--- src/rtl/collision_status_ctrl.sv ---
// Game-status controller: bird/obstacle overlap detection, lives with post-hit
// grace frames, saturating score and the IDLE/PLAY/HIT/OVER sequence.
module collision_status_ctrl #(
  parameter int NUM_OBST   = 2,
  parameter int LIVES      = 3,
  parameter int LIVES_W    = 2,
  parameter int SCORE_W    = 8,
  parameter int HIT_FRAMES = 60
) (
  input  logic                clk,
  input  logic                Reset,
  input  logic                FrameTick,
  input  logic                PixelValid,
  input  logic                R_Bird_off,
  input  logic [NUM_OBST-1:0] R_Obst_off,
  input  logic [NUM_OBST-1:0] PassPulse,
  input  logic                Start,
  output logic                Status,
  output logic [1:0]          State,
  output logic [LIVES_W-1:0]  Lives,
  output logic [SCORE_W-1:0]  Score,
  output logic                HitPulse,
  output logic                GameOver
);

  typedef enum logic [1:0] {
    ST_IDLE = 2'd0,
    ST_PLAY = 2'd1,
    ST_HIT  = 2'd2,
    ST_OVER = 2'd3
  } state_t;

  localparam int CNT_W = $clog2(NUM_OBST + 1);
  localparam int SUM_W = ((SCORE_W > CNT_W) ? SCORE_W : CNT_W) + 1;
  localparam logic [LIVES_W-1:0] LIVES_INIT = LIVES_W'(LIVES);
  localparam logic [7:0]         GRACE_INIT = 8'(HIT_FRAMES);
  localparam logic [SCORE_W-1:0] SCORE_MAX  = {SCORE_W{1'b1}};

  state_t               state_q, state_d;
  logic [LIVES_W-1:0]   lives_q, lives_d;
  logic [SCORE_W-1:0]   score_q, score_d;
  logic [7:0]           grace_q, grace_d;
  logic                 hit_pulse_q, hit_pulse_d;
  logic                 status_q, status_d;
  logic                 game_over_q, game_over_d;

  logic                 overlap;
  logic [CNT_W-1:0]     pass_cnt [NUM_OBST+1];
  logic [SUM_W-1:0]     score_sum;
  logic [SCORE_W-1:0]   score_sat;

  // Several obstacles overlapping in one pixel still count as one overlap.
  assign overlap = PixelValid & R_Bird_off & (|R_Obst_off);

  // Ripple popcount of the pass pulses.
  assign pass_cnt[0] = '0;
  generate
    for (genvar gi = 0; gi < NUM_OBST; gi++) begin : g_pass_cnt
      assign pass_cnt[gi+1] = pass_cnt[gi] + CNT_W'(PassPulse[gi]);
    end
  endgenerate

  assign score_sum = SUM_W'(score_q) + SUM_W'(pass_cnt[NUM_OBST]);
  assign score_sat = (score_sum > SUM_W'(SCORE_MAX)) ? SCORE_MAX : score_sum[SCORE_W-1:0];

  always_comb begin
    state_d     = state_q;
    lives_d     = lives_q;
    score_d     = score_q;
    grace_d     = grace_q;
    hit_pulse_d = 1'b0;
    unique case (state_q)
      ST_IDLE, ST_OVER: begin
        if (Start) begin
          state_d = ST_PLAY;
          lives_d = LIVES_INIT;
          score_d = '0;
        end
      end
      ST_PLAY: begin
        score_d = score_sat;
        if (overlap) begin
          hit_pulse_d = 1'b1;
          if (lives_q > LIVES_W'(1)) begin
            lives_d = lives_q - LIVES_W'(1);
            grace_d = GRACE_INIT;
            state_d = ST_HIT;
          end else begin
            lives_d = '0;
            state_d = ST_OVER;
          end
        end
      end
      ST_HIT: begin
        score_d = score_sat;
        if (FrameTick) begin
          // A zero count can only be reached by the final tick; treat it as expiry too.
          if (grace_q <= 8'd1) begin
            grace_d = 8'd0;
            state_d = ST_PLAY;
          end else begin
            grace_d = grace_q - 8'd1;
          end
        end
      end
      default: state_d = ST_IDLE;
    endcase
    status_d    = (state_d != ST_OVER);
    game_over_d = (state_d == ST_OVER);
  end

  always_ff @(posedge clk) begin
    if (Reset) begin
      state_q     <= ST_IDLE;
      lives_q     <= LIVES_INIT;
      score_q     <= '0;
      grace_q     <= 8'd0;
      hit_pulse_q <= 1'b0;
      status_q    <= 1'b1;
      game_over_q <= 1'b0;
    end else begin
      state_q     <= state_d;
      lives_q     <= lives_d;
      score_q     <= score_d;
      grace_q     <= grace_d;
      hit_pulse_q <= hit_pulse_d;
      status_q    <= status_d;
      game_over_q <= game_over_d;
    end
  end

  assign State    = state_q;
  assign Lives    = lives_q;
  assign Score    = score_q;
  assign HitPulse = hit_pulse_q;
  assign Status   = status_q;
  assign GameOver = game_over_q;

endmodule
--- config.mk ---
export PLATFORM = sky130hd
export DESIGN_NAME = collision_status_ctrl
export DESIGN_NICKNAME = d
export VERILOG_FILES = /design/src/rtl/collision_status_ctrl.sv
export SDC_FILE = /design/constraint.sdc
export NUM_CORES = 1
export LEC_CHECK = 0
export ABC_CLOCK_PERIOD_IN_PS = 3550
export CELL_PAD_IN_SITES_DETAIL_PLACEMENT = 1
export CELL_PAD_IN_SITES_GLOBAL_PLACEMENT = 1
export CORE_ASPECT_RATIO = 1.5
export CORE_UTILIZATION = 40
export DETAILED_ROUTE_END_ITERATION = 8
export GPL_TIMING_DRIVEN = 0
export HOLD_SLACK_MARGIN = 0.03
export PLACE_DENSITY = 0.83
export SLEW_MARGIN = 10
export SYNTH_ARGS = -nofsm -noshare
export SYNTH_HDL_FRONTEND = slang
export SYNTH_SLANG_ARGS = --single-unit
--- constraint.sdc ---
create_clock -name clk -period 3.55 [get_ports clk]
set_input_delay 0.71 -clock clk [delete_from_list [all_inputs] [get_ports clk]]
set_output_delay 0.71 -clock clk [all_outputs]
set_load 0.01 [all_outputs]
# Word level (Yosys, flattened, before mapping)
# Cells that the tools add are included.
[totals]
register_bits = 23
inputBits = 10
output_inout_bits = 15
elab_cells = 54
[classes]
n_addsub = 4
n_lt_le_gt_ge = 3
eq_ne = 9
mux = 19
bitwise = 3
reduce_logical = 9
[ops]
columns = ["cell", "count"]
rows = [
  ["$mux W8", 6],
  ["$pmux W8 S2", 2],
  ["$mux W2", 7],
  ["$ne A2 B2 Y1 const B", 5],
  ["$add A8 B2 Y9", 1],
  ["$gt A9 B8 Y1 const B", 1],
  ["$le A8 B1 Y1 const B", 1],
  ["$reduce_or A2 Y1", 4],
  ["$sub A8 B1 Y8 const B", 1],
  ["$eq A2 B2 Y1 const B", 3],
  ["$pmux W2 S3", 1],
  ["$pmux W2 S2", 1],
  ["$reduce_and A4 Y1", 1],
  ["$reduce_bool A2 Y1", 2],
  ["$reduce_and A3 Y1", 1],
  ["$add A1 B1 Y2", 1],
  ["$and A1 B1 Y1", 2],
  ["$eq A2 B1 Y1 const B", 1],
  ["$gt A2 B1 Y1 const B", 1],
  ["$logic_not A2 Y1", 1],
  ["$mux W1", 2],
  ["$sub A2 B1 Y2 const B", 1],
  ["$not A1 Y1", 1],
]

# Depth between registers and ports, before layout
[depth]
depth_word = 5
mapped_depth = 7

# Worst setup path before layout
# OpenSTA, ideal clock, no wires.
[synth_timing]
kind = "input -> register"
start = "in PassPulse[0]"
end = "reg score_q[6] (netlist: Score[6])"
arrival_ps = 1864
setup_slack_ps = 1608
path_stages = 6
path_buffers = 0
path_cell_list = "fa_1 -> ha_1 -> nand4_1 -> nor3_1 -> o21a_1 -> nor3_1"
[synth_between]
elab_chain_len = 5
[synth_rtl]
columns = ["element", "line", "rtl"]
rows = [
  ["from (decl)", "16", "input logic [NUM_OBST-1:0] PassPulse,"],
  ["$add A1 B1 Y2 (*)", "59", "assign pass_cnt[gi+1] = pass_cnt[gi] + CNT_W'(PassPulse[gi]);"],
  ["$add A8 B2 Y9 (*)", "63", "assign score_sum = SUM_W'(score_q) + SUM_W'(pass_cnt[NUM_OBST]);"],
  ["$gt A9 B8 Y1", "64", "assign score_sat = (score_sum > SUM_W'(SCORE_MAX)) ? SCORE_MAX : score_sum[SCORE_W-1:0];"],
  ["$mux W8 (*)", "64", ""],
  ["$pmux W8 S2 (*)", "72", "unique case (state_q)"],
  ["to (signal assigned)", "124", "score_q <= score_d;"],
  ["to (decl)", "41", "logic [SCORE_W-1:0] score_q, score_d;"],
]
# Every way passes the cells marked *; elsewhere a longest branch is shown, timed or not.
# A chain may end at the register's enable or synchronous reset.

# Worst setup path after layout
[layout_timing]
start = "in PassPulse[0]"
end = "reg score_q[0] (netlist: Score[0])"
# Same word-level chain as after synthesis.

==> qor.json <==
{
  "result_of_the_run": "finished, final reports clean",
  "wire_per_inst_um": 16.80,
  "synth_top_flop_cell": "sky130_fd_sc_hd__dfxtp_1",
  "syn2layout_area_growth_pct": 25.57,
  "drt_first_pass_iters": 4,
  "crit_required_ns": 3.72,
  "period_needed_ns": 2.433,
  "timing.slew.headroom": 0.6557,
  "gp_congestion": 0.8531,
  "final_net_count": 206,
  "fin_skew_ns": 0.004367,
  "core.rowCount": 25,
  "crit_type": "in2reg",
  "post_synth_instance_area_um2": 1311,
  "grt_util_all_layers": 0.2388,
  "max_freq_mhz": 411.0,
  "numPortBuffers": 24,
  "asyncSetResetFlopFracSynth": 0,
  "clockBufferDepth": 2,
  "rsz0062_at_grt": "no",
  "worst_path_max_delay_cell": "sky130_fd_sc_hd__clkdlybuf4s50_1",
  "floorplan.core_area_um2": 3128,
  "cts.sinks": 23,
  "design.die.area_um2": 3516,
  "cts.reportedPaths.clkPinSlew_ns": 0.08,
  "synth_enable_flop_cells": 0,
  "initial_antenna_violation_count": 0,
  "root_driver": "sky130_fd_sc_hd__clkbuf_8",
  "setup_viol": 0,
  "totalNegativeSetupSlack_ns": 0,
  "dr.first_iter.drc_count": 22,
  "drv_cap": 0,
  "cts_h_tree_depth": 1,
  "final_critical_path_share_of_the_clock_period": 0.6853,
  "fillerInstances": 397,
  "p_leak_nw": 0.6018,
  "tritoncts": "built",
  "die_h_um": 72.12,
  "timing_worst_slew_pin_value_ns": 0.5165,
  "clkLatencyLatePin_ns": 0.26,
  "syn-num-nets": 177,
  "worst_hold_stages": 2,
  "setup.worst_path.end_class": "flip-flop",
  "top_level_ports": 25,
  "post_drt_via_cell_ratio": 6.022,
  "critPathArrivalTime_ns": 2.60,
  "grt_first_pass_wirelength_um": 6534,
  "ys_types": 42,
  "path_max_fanout": 5,
  "final-hold-violation-count": 0,
  "grt_overflow": 0,
  "cts_post_setup_buffers_inserted": 0,
  "syn_inst": 161,
  "num_antenna_cells": 0,
  "timing.critical_path.slowest_cell_delay_ns": 0.48,
  "report.final.slew_viol_count": 0,
  "cts-hold-fix-buffers": 0,
  "cts.repair.resized": 0,
  "number_of_buffers_created_by_cts": 3,
  "start_util": 0.4192,
  "ordered_list_of_cells_on_the_worst_path": "clkdlybuf4s50_1 > fa_1 > ha_1 > nand4_1 > nor2_1 > nor3_1 > a211oi_1",
  "fraction_of_layout_instances_using_a_drive_strength_above_1": 0.05291,
  "grt_max_degree": 13,
  "number_of_global_route_vias_before_repair": 1422,
  "remaining_number_of_nets_flagged_by_the_antenna_check_after_routing": 0,
  "drc_errors": 0,
  "synth_area_per_cell_um2": 8.144,
  "finalWirelength_um": 3848,
  "place_hpwl_um": 3082,
  "power.density_cell_area_nw_per_um2": 377.7,
  "start_kind": "input port",
  "yosys_warnings": 0,
  "vias": 1379,
  "rr_worst_depth": 7,
  "hold_class": "reg2reg",
  "proportion_of_synthesized_chip_area_in_sequential_cells": 0.3511,
  "timing.hold.ws_ns": 0.5052,
  "yosys_register_bits": 23,
  "worst_supply_voltage_drop_on_vdd_mv": 0.2335,
  "chipWidth_um": 48.75
}
[routing by layer]
layer	wire, um	track usage	vias up
met5	0	0	-
met4	57	0.09804	0
met3	63	0.01468	6
met2	2318	0.5046	18
met1	1408	0.2303	697
li1	-	-	658
[per-stage QoR]
stage / worst slack [ns] / util / total power [mW] / instances / area, um2
4_1_cts: 1.104 / 0.5264 / 0.6287 / 229 / 1647
2_1_floorplan: 1.608 / - / 0.4001 / 161 / 1311
6_report: 1.117 / 0.5264 / 0.6219 / 229 / 1647
5_1_grt: 0.9309 / 0.5264 / 0.6584 / 229 / 1647
3_3_place_gp: 0.9659 / 0.5120 / 0.4529 / 225 / 1602
3_5_place_dp: 0.8272 / 0.5120 / 0.4644 / 225 / 1602
[final cells by class]
cell class                 count  area, um2  share of cell area
clock buffer                   4      45.04             0.02736
inverter                       7      26.28             0.01596
timing repair buffer          24      240.2              0.1459
tap                           40      50.05             0.03040
multi-input combinational    125      799.5              0.4856
sequential                    23      460.4              0.2796
buffer                         6      25.02             0.01520
[cells in the mapped netlist (3+ instances only)]
cell,count,share of area
sky130_fd_sc_hd__a211oi_1,4,0.023
sky130_fd_sc_hd__a21oi_1,17,0.065
sky130_fd_sc_hd__a31oi_1,5,0.024
sky130_fd_sc_hd__clkbuf_1,4,0.011
sky130_fd_sc_hd__dfxtp_1,23,0.35
sky130_fd_sc_hd__ha_1,5,0.048
sky130_fd_sc_hd__inv_1,7,0.020
sky130_fd_sc_hd__nand2_1,12,0.034
sky130_fd_sc_hd__nand2b_1,6,0.029
sky130_fd_sc_hd__nand3_1,10,0.038
sky130_fd_sc_hd__nand4_1,3,0.014
sky130_fd_sc_hd__nor2_1,10,0.029
sky130_fd_sc_hd__nor2b_1,3,0.014
sky130_fd_sc_hd__nor3_1,10,0.038
sky130_fd_sc_hd__o21ai_0,5,0.019
sky130_fd_sc_hd__o21bai_1,3,0.017
[critical path, delay by kind of cell]
kind | cells | cell delay, ns
fa+ha+maj | 2 | 0.46
compound gates | 1 | 0.24
buf+inv | 1 | 0.48
simple gates | 3 | 0.71
[placed cells by master, fill, tap and decap left out, drive strengths merged, types with 5 or more instances in the layout]
cell,netlist,layout
nand3,10,10
a31oi,5,5
nand2,12,12
nor3,10,10
nor2,10,10
clkbuf,4,8
inv,7,7
dfxtp,23,23
o21ai,5,5
a21oi,17,17
clkdlybuf4s50,0,24
nand2b,6,6
ha,5,5
[worst paths after layout]
path	to	startpoint	slack, ns
worst min register to register	grace_q[1]	grace_q[1]	0.51
worst max register to register	Score[2]	State[0]	1.47
worst max-delay path	Score[0]	PassPulse[0]	1.12
worst min-delay path	grace_q[1]	grace_q[1]	0.51
[state kept, by name (all words and copies together) (netlist names)]
register / flops
HitPulse: 1
State: 2
GameOver: 1
Status: 1
grace_q: 8
Lives: 2
Score: 8
[logic make-up after synthesis]
group                    share of synthesized area
buffers and inverters                      0.03912
adder cells (fa/ha/maj)                    0.06298
AND/OR/NAND/NOR                             0.2700
flip-flops                                  0.3511
AO/OA/AOI/OAI                               0.2767
[power by group]
group	internal, mW	leakage, nW	switching, mW
clock network	0.0801	0.0228	0.0841
logic	0.0718	0.392	0.0950
registers	0.272	0.187	0.0192
Note: power is estimated with default switching activity, not from simulation.
